$ cat config.mk
export PLATFORM = sky130hd
export DESIGN_NAME = nv_latch_fifo_wr_ctrl
export DESIGN_NICKNAME = d
export VERILOG_FILES = /design/src/rtl/nv_latch_fifo_pkg.sv /design/src/rtl/nv_latch_fifo_en_gen.sv /design/src/rtl/nv_latch_fifo_wr_ctrl.sv
export SDC_FILE = /design/constraint.sdc
export NUM_CORES = 1
export LEC_CHECK = 0
export ABC_AREA = 1
export CELL_PAD_IN_SITES_DETAIL_PLACEMENT = 0
export CELL_PAD_IN_SITES_GLOBAL_PLACEMENT = 1
export CORE_ASPECT_RATIO = 1.2
export CORE_MARGIN = 3
export CORE_UTILIZATION = 29
export CTS_CLUSTER_SIZE = 30
export DETAILED_ROUTE_END_ITERATION = 12
export GPL_TIMING_DRIVEN = 0
export HOLD_SLACK_MARGIN = 0.02
export PLACE_DENSITY_LB_ADDON = 0.1
export SETUP_SLACK_MARGIN = 0.1
export SLEW_MARGIN = 30
export SYNTH_ARGS = -nofsm -noshare
export SYNTH_HDL_FRONTEND = slang
export SYNTH_SLANG_ARGS = --single-unit
$ cat constraint.sdc
create_clock -name nvdla_core_clk -period 5.9 [get_ports nvdla_core_clk]
set_input_delay 1.18 -clock nvdla_core_clk [delete_from_list [all_inputs] [get_ports nvdla_core_clk]]
set_output_delay 1.18 -clock nvdla_core_clk [all_outputs]
set_load 0.1 [all_outputs]
$ cat src/rtl/nv_latch_fifo_pkg.sv
// Shared types and helpers for the latch-array FIFO write controller.
// Holds the write FSM encoding, address-width derivation and pointer wrap.
package nv_latch_fifo_pkg;

  typedef enum logic [1:0] {
    IDLE = 2'd0,
    ARM  = 2'd1,
    CAPT = 2'd2
  } wr_state_e;

  localparam int FIFO_DEPTH_DEF = 8;
  localparam int FIFO_WIDTH_DEF = 32;
  localparam int PTR_W          = 16;

  function automatic int fifo_aw(input int depth);
    return (depth > 1) ? $clog2(depth) : 1;
  endfunction

  // Wrap is explicit so the helper also behaves for non-power-of-two depths.
  function automatic logic [PTR_W-1:0] ptr_inc(input logic [PTR_W-1:0] ptr,
                                               input int depth);
    if (ptr == PTR_W'(depth - 1)) begin
      return '0;
    end
    return ptr + 1'b1;
  endfunction

endpackage

$ cat src/rtl/nv_latch_fifo_en_gen.sv
// One-hot latch enable generator: registers a decode of wr_ptr during ARM.
// The enable is high for exactly the CAPT cycle and falls on the commit edge.
module nv_latch_fifo_en_gen
  import nv_latch_fifo_pkg::*;
#(
  parameter int DEPTH = FIFO_DEPTH_DEF,
  parameter int AW    = fifo_aw(DEPTH)
) (
  input  logic             nvdla_core_clk,
  input  logic             nvdla_core_rst,
  input  logic             arm,
  input  logic [AW-1:0]    wr_ptr,
  output logic [DEPTH-1:0] lat_en
);

  logic [DEPTH-1:0] en_dec;

  always_comb begin
    en_dec = '0;
    for (int i = 0; i < DEPTH; i++) begin
      if (arm && (wr_ptr == AW'(i))) begin
        en_dec[i] = 1'b1;
      end
    end
  end

  always_ff @(posedge nvdla_core_clk) begin
    if (nvdla_core_rst) begin
      lat_en <= '0;
    end else begin
      lat_en <= en_dec;
    end
  end

endmodule

$ cat src/rtl/nv_latch_fifo_wr_ctrl.sv
// Write/read controller for a negative-edge latch-array FIFO.
// Each push takes IDLE -> ARM -> CAPT so latch data is stable around the enable pulse.
//
// state | meaning
// ------+-----------------------------------------------------------
// IDLE  | waiting for a push; lat_d loaded on accept
// ARM   | lat_d stable; enable for wr_ptr registered at end of cycle
// CAPT  | enable high; it falls on the next edge, entry committed then
module nv_latch_fifo_wr_ctrl
  import nv_latch_fifo_pkg::*;
#(
  parameter int DEPTH = FIFO_DEPTH_DEF,
  parameter int WIDTH = FIFO_WIDTH_DEF,
  parameter int AW    = fifo_aw(DEPTH)
) (
  input  logic             nvdla_core_clk,
  input  logic             nvdla_core_rst,
  input  logic             wr_pvld,
  output logic             wr_prdy,
  input  logic [WIDTH-1:0] wr_pd,
  output logic [DEPTH-1:0] lat_en,
  output logic [WIDTH-1:0] lat_d,
  output logic [AW-1:0]    rd_addr,
  input  logic [WIDTH-1:0] rd_mux_pd,
  output logic             rd_pvld,
  input  logic             rd_prdy,
  output logic [WIDTH-1:0] rd_pd,
  output logic [AW:0]      count
);

  localparam logic [AW+1:0] DEPTH_OCC = DEPTH[AW+1:0];

  wr_state_e       state;
  wr_state_e       state_nxt;
  logic [AW-1:0]   wr_ptr;
  logic [AW:0]     count_nxt;
  logic [AW+1:0]   occ;
  logic            in_flight;
  logic            full_pending;
  logic            accept;
  logic            arm;
  logic            commit;
  logic            pop;

  // Full check uses registered count only, so a pop frees space one cycle later.
  assign in_flight    = (state != IDLE);
  assign occ          = {1'b0, count} + {{(AW+1){1'b0}}, in_flight};
  assign full_pending = (occ == DEPTH_OCC);

  assign rd_pvld = (count != '0);
  assign pop     = rd_pvld && rd_prdy;
  assign rd_pd   = rd_mux_pd;

  always_comb begin
    state_nxt = state;
    wr_prdy   = 1'b0;
    accept    = 1'b0;
    arm       = 1'b0;
    commit    = 1'b0;
    case (state)
      IDLE: begin
        wr_prdy = !full_pending && !nvdla_core_rst;
        accept  = wr_pvld && wr_prdy;
        if (accept) begin
          state_nxt = ARM;
        end
      end
      ARM: begin
        arm       = 1'b1;
        state_nxt = CAPT;
      end
      CAPT: begin
        commit    = 1'b1;
        state_nxt = IDLE;
      end
      default: begin
        state_nxt = IDLE;
      end
    endcase
  end

  always_comb begin
    count_nxt = count;
    case ({commit, pop})
      2'b10:   count_nxt = count + 1'b1;
      2'b01:   count_nxt = count - 1'b1;
      default: count_nxt = count;
    endcase
  end

  always_ff @(posedge nvdla_core_clk) begin
    if (nvdla_core_rst) begin
      state <= IDLE;
    end else begin
      state <= state_nxt;
    end
  end

  always_ff @(posedge nvdla_core_clk) begin
    if (nvdla_core_rst) begin
      lat_d   <= '0;
      wr_ptr  <= '0;
      rd_addr <= '0;
      count   <= '0;
    end else begin
      if (accept) begin
        lat_d <= wr_pd;
      end
      if (commit) begin
        wr_ptr <= AW'(ptr_inc(PTR_W'(wr_ptr), DEPTH));
      end
      if (pop) begin
        rd_addr <= AW'(ptr_inc(PTR_W'(rd_addr), DEPTH));
      end
      count <= count_nxt;
    end
  end

  nv_latch_fifo_en_gen #(
    .DEPTH (DEPTH),
    .AW    (AW)
  ) u_en_gen (
    .nvdla_core_clk (nvdla_core_clk),
    .nvdla_core_rst (nvdla_core_rst),
    .arm            (arm),
    .wr_ptr         (wr_ptr),
    .lat_en         (lat_en)
  );

endmodule

==> summary.md, run 1 <==
| Metric | Value |
|---|---|
| Tmin final | `4.84 ns` |
| Required @ worst endpoint | `4.72 ns` |
| Area grow syn2layout | `51.1%` |
| Starting density of the core | `0.299` |
| Critical Path Max Stage Delay | `1.15 ns` |
| Power Density | `388 nW/um^2` |
| First-pass GRT wire length | `11.8 mm` |
| Total leakage power | `2.15 nW` |
| Synthesized net count | `505` |
| Die area | `11,100 sq um` |
| Max Freq | `207 MHz` |
| GRT overflow | `0` |
| Post-CTS Setup Bufs | `0` |
| Most used cell along the critical path | `clkdlybuf4s50_1` |
| Resized cells post-CTS | `0` |
| Synth cell count leaders | `inv_1, nand2_1, nor2_1` |
| Number of diodes | `0` |
| Clk_skew | `0.00398 ns` |
| Largest net degree at the start of global routing | `15` |
| Routed Antenna Nets | `0` |
| Ys async rst share | `0` |
| Post-synth top area share | `0.364` |
| Synth Register Bits | `52` |
| Routed WL | `7.11 mm` |
| Number of I/O port buffers | `116` |
| Critical path type | `in2out` |
| Crit-path leading delay family | `buffers and inverters` |
| Root Driver | `clkbuf_16` |
| Hold_ws | `0.502 ns` |
| Power Total | `1.68 mW` |
| Post-Syn Area | `2860 sq um` |
| I/O pin cnt | `149` |
| Status | `finished, final reports clean` |
| Maximum clock path buffer count | `2` |
| Synth Flop Type | `dfxtp_1` |
| TritonCTS clock tree | `done` |
| Synth cell types | `23` |
| Drt wl/cell | `10.6 um` |
| Synthesis warning total | `0` |
| Initial antenna violation count | `0` |
| Relative max-transition margin | `0.334` |
| Layout Cells excl Fill | `670` |
| Post-Synthesis Cells | `423` |
| GP Congestion | `0.788` |
| VDD IR max | `355 uV` |
| Post-CTS Hold Fix Bufs | `0` |
| Vias in the first global route | `2,604` |
| Pre-CTS setup slack | `1.01 ns` |
| CP Data Arrival Time | `3.66 ns` |
| CP max-delay cell | `clkdlybuf4s50_1` |
| CTS sink cnt | `52` |
| Placed cells | `662` |
| Final period util | `0.820` |
| Drt pass-1 iters | `4` |
| Detailed Place HPWL | `5.52 mm` |
| Final Max Slew Viols | `0` |
| Final setup vio count | `0` |
| Setup Total Neg Slack | `0 ns` |
| Largest area contributor in the netlist | `dfxtp_1` |
| Post-route DRC | `0` |
| Total global-route track usage | `0.128` |
| Worst-path fanout max | `10` |
| Die W | `96.7 um` |
| Most frequent cell after synthesis | `inv_1` |
| Total number of vias | `2,694` |
| HP Class | `reg2reg` |
| Clock Pin Slew Worst Setup and Hold Paths | `0.06 ns` |
| CP Capture Type | `output port` |
| Core area | `9560 sq um` |
| Layout Nets | `628` |
| Clock buffers created by TritonCTS | `5` |
| Initial DRC count | `88` |
| Critical Path Source Type | `input pin` |
| Clock latency on the worst-skew pair | `0.29 ns` |
| Hold Violations, Final | `0` |
| Avg Cell Area, Syn | `6.76 sq um` |
| Max-cap check violation count | `0` |
| Synth top area cells | `dfxtp_1, inv_1, nand2_1, buf_4, nand4_1` |
| CTS HTree Levels | `2` |
| Critical path buffer and inverter count | `4` |
| Via-to-Cell Ratio | `4.02` |
| Post-synthesis sequential area ratio | `0.364` |
| Die H | `115 um` |
| Std cell rows | `39` |
| Layout cells sized above 1 | `0.0951` |
| Final WS setup | `1.06 ns` |
| Post-synth EDFFs | `0` |
| Crit-path cells | `clkdlybuf4s50_1 -> inv_2 -> clkbuf_1 -> nand2_1 -> nor2_1 -> clkdlybuf4s50_1` |
| RSZ-0062 raised after global routing | `no` |
| Slew @ Worst Pin | `0.995 ns` |
## through the flow
step	utilization	instance area [sq um]
finish	0.452	4320
global route	0.452	4320
CTS	0.452	4320
detailed placement	0.437	4180
global placement	0.437	4180
floorplan	-	2860
## cell families (layout without fill, tap and decap cells)
family	Yosys count	after routing	share of synthesized area
AO/OA/AOI/OAI	18	18	0.0332
adder cells (fa/ha/maj)	14	14	0.0639
AND/OR/NAND/NOR	169	169	0.259
flip-flops	52	52	0.364
buffers and inverters	168	292	0.274
XOR/XNOR	2	2	0.00613
## path summary, 6_finish.rpt
| kind | end | cells past startpoint | slack, ns | start |
|---|---|---|---|---|
| max | wr_prdy | 6 | 1.06 | nvdla_core_rst |
| min | count[3] | 2 | 0.50 | count[3] |
| max reg2reg | count[3] | 12 | 3.83 | count[1] |
| min reg2reg | count[3] | 2 | 0.50 | count[3] |
## final cells by class
cell class	instances	area, sq um
Buffer	48	333
Clock buffer	8	146
Fill cell	1017	5240
Inverter	120	450
Multi-Input combinational cell	203	1040
Sequential cell	52	1040
Tap cell	123	154
Timing Repair Buffer	116	1160
## metal layers
layer,share of wire,GRT usage,vias up,wire (um)
li1,-,-,1448,-
met1,0.45,0.152,1156,3170
met2,0.48,0.224,84,3390
met3,0.065,0.0370,6,462
met4,0.012,0.0393,0,87
met5,0,0,-,0
## registers in the layout (all words and copies together) (netlist names)
name             count
wr_ptr               3
lat_d               32
rd_addr              3
u_en_gen.lat_en      8
state                2
count                4
## worst register-to-register path: stages, from the launching register on
cell and delay (ns):
dfxtp_1 0.44, inv_1 0.11, nand4_1 0.13, nand2_1 0.10, inv_1 0.15, ha_1 0.25, ha_1 0.29, a21oi_1 0.18
nand2_1 0.07, nand2_1 0.07, nand2_1 0.05, nand2_1 0.05, a21oi_1 0.05
## cell usage in the layout, fill, tap and decap left out, drive strengths merged
cell type and n:
a211oi 2, a21oi 8, buf 46, clkbuf 10, clkdlybuf4s50 116, dfxtp 52
fa 1, ha 13, inv 120, nand2 78, nand3 3, nand4 33
nor2 54, o21ai 8, or2 1, xnor2 1, xor2 1
## where the power goes
group          internal [mW]  switching, mW  leakage (nW)
combinational          0.248          0.698          1.65
clock                  0.169          0.122        0.0712
sequential             0.402         0.0389         0.426
No activity file was read; power rests on OpenSTA's default activity.
==> run 2, diff against run 1 <==
Settings changed: CORE_UTILIZATION 29 to 26.
Clock period 5.9 ns to 4.55 ns, I/O delays scaled along.
==> run 2 against run 1 <==
  * Final cell count grew 0.90%
  * Setup slack lost 0.45 ns
  * Die area grew 11%
  * Utilization shrank 4.1 points
  * Sequential cell count is the same
  * Cell area grew 1.1%
  * Register-to-register slack lost 1.3 ns
  * Critical path depth is the same
==> summary.md, run 2 (synthesis gave the netlist of run 1 again) <==
| Metric | Value |
|---|---|
| Status | `finished, final reports clean` |
| Total number of vias | `2,712` |
| Area grow syn2layout | `52.7%` |
| Max-cap check violation count | `0` |
| Layout cells sized above 1 | `0.0987` |
| Drt pass-1 iters | `4` |
| Total leakage power | `2.18 nW` |
| Sequential cell area | `1040 sq um` |
| Power Density | `517 nW/um^2` |
| Final period util | `0.865` |
| Clk_skew | `0.00308 ns` |
| Final Max Slew Viols | `0` |
| Critical path type | `in2out` |
| Filler cell count | `1,129` |
| Worst setup endpoint | `wr_prdy` |
| Final setup vio count | `0` |
| Area of the multi-input gates | `1040 sq um` |
| Vias in the first global route | `2,627` |
| Biggest register | `lat_d` |
| Die H | `121 um` |
| Drt wl/cell | `10.9 um` |
| Largest regs | `lat_d (32), u_en_gen.lat_en (8), count (4)` |
| Routed Antenna Nets | `0` |
| Root Driver | `clkbuf_16` |
| Number of diodes | `0` |
| Worst hold start | `count[3]` |
| Post-CTS Setup Bufs | `0` |
| R2R Setup Slk | `2.50 ns` |
| Core area | `10,600 sq um` |
| Detailed Place HPWL | `5.66 mm` |
| Commonest non-fill, non-tap cell in the layout | `inv_1` |
| I/O pin cnt | `149` |
| Required @ worst endpoint | `3.64 ns` |
| Die area | `12,300 sq um` |
| Via-to-Cell Ratio | `4.01` |
| Setup Total Neg Slack | `0 ns` |
| Maximum clock path buffer count | `2` |
| Slew @ Worst Pin | `0.996 ns` |
| Hold Violations, Final | `0` |
| First-pass GRT wire length | `11.9 mm` |
| Worst-path fanout max | `10` |
| Relative max-transition margin | `0.334` |
| Clock latency on the worst-skew pair | `0.29 ns` |
| Largest net degree at the start of global routing | `16` |
| Clock Pin Slew Worst Setup and Hold Paths | `0.07 ns` |
| Starting density of the core | `0.269` |
| FF-to-FF Start | `count[1]` |
| CP Capture Type | `output port` |
| Hold_ws | `0.500 ns` |
| Post-route DRC | `0` |
| Layout Nets | `628` |
| Max FFs per register | `32` |
| Design Area, Final | `4370 sq um` |
| Crit path from | `nvdla_core_rst` |
| Reg2reg end | `count[3]` |
| GP Congestion | `0.764` |
| Number of I/O port buffers | `116` |
| Die W | `102 um` |
| Tmin final | `3.94 ns` |
| FF-to-FF path depth | `12` |
| HP Class | `reg2reg` |
| Clock buffers created by TritonCTS | `5` |
| TritonCTS clock tree | `done` |
| CP Data Arrival Time | `3.03 ns` |
| Total global-route track usage | `0.121` |
| RSZ-0062 raised after global routing | `no` |
| Final core utilization | `0.411` |
| Routed WL | `7.40 mm` |
| VDD IR max | `557 uV` |
| GRT overflow | `0` |
| Initial DRC count | `63` |
| Initial antenna violation count | `0` |
| Power Total | `2.26 mW` |
| Commonest cells after routing, fill and taps aside | `inv_1, clkdlybuf4s50_1, nand2_1, nor2_1, dfxtp_1` |
| CTS HTree Levels | `2` |
| Post-DP Area | `4180 sq um` |
| Std cell rows | `41` |
| Critical Path Source Type | `input pin` |
| Max Freq | `254 MHz` |
| CTS sink cnt | `52` |
==> run 2: cell count changes in the layout (fill, tap and decap cells not counted) <==
cell / delta
dlymetal6s2s_1: +1
clkbuf_1: -2
clkbuf_8: +1
bufinv_16: +1
clkdlybuf4s50_1: -1
==> run 2: metal layers <==
layer | up-vias | global-route usage | part of all wire
met3 | 6 | 0.0357 | 0.079
met2 | 79 | 0.206 | 0.50
met5 | - | 0 | 0
li1 | 1452 | - | -
met1 | 1175 | 0.142 | 0.41
met4 | 0 | 0.0399 | 0.014
==> run 2: report_power, final <==
| group | internal (mW) | switching [mW] |
|---|---|---|
| registers | 0.521 | 0.0507 |
| clock network | 0.290 | 0.168 |
| logic | 0.321 | 0.906 |
| total | 1.13 | 1.12 |
==> run 2: worst min-delay path by stage <==
stage	end	slack (ns)	cells after the start
6_report	count[3]	0.50	2
4_1_cts	lat_d[22]	0.51	4
5_1_grt	count[3]	0.53	2
2_1_floorplan	u_en_gen.lat_en[4]	0.49	2
3_3_place_gp	lat_d[17]	0.50	4
3_5_place_dp	lat_d[22]	0.50	4
==> run 2: what timing repair did <==
action	CTS	global route
hold buffers	0	0
setup endpoints to repair	0	1
resized for setup	0	1
==> run 2: per-stage QoR <==
step / setup slack (ns) / std cells
final: 0.615 / 676
after global routing: 0.451 / 676
after CTS: 0.172 / 676
after detailed placement: 0.183 / 668
after global placement: 0.171 / 668
after floorplan: 0.425 / 423
==> run 2: layout make-up <==
class                   count  area share
inverters                 120       0.103
plain buffers              48      0.0762
flip-flops and latches     52       0.238
clock buffers               7      0.0349
multi-input cells         203       0.237
repair buffers            116       0.266
well taps                 129      0.0370
clock inverters             1     0.00687
==> run 2: critical path, stage by stage <==
cell             delay (ns)
clkdlybuf4s50_1        0.53
inv_2                  0.24
clkbuf_1               0.38
nand2_1                0.11
nor2_1                 0.09
dlymetal6s2s_1         0.77
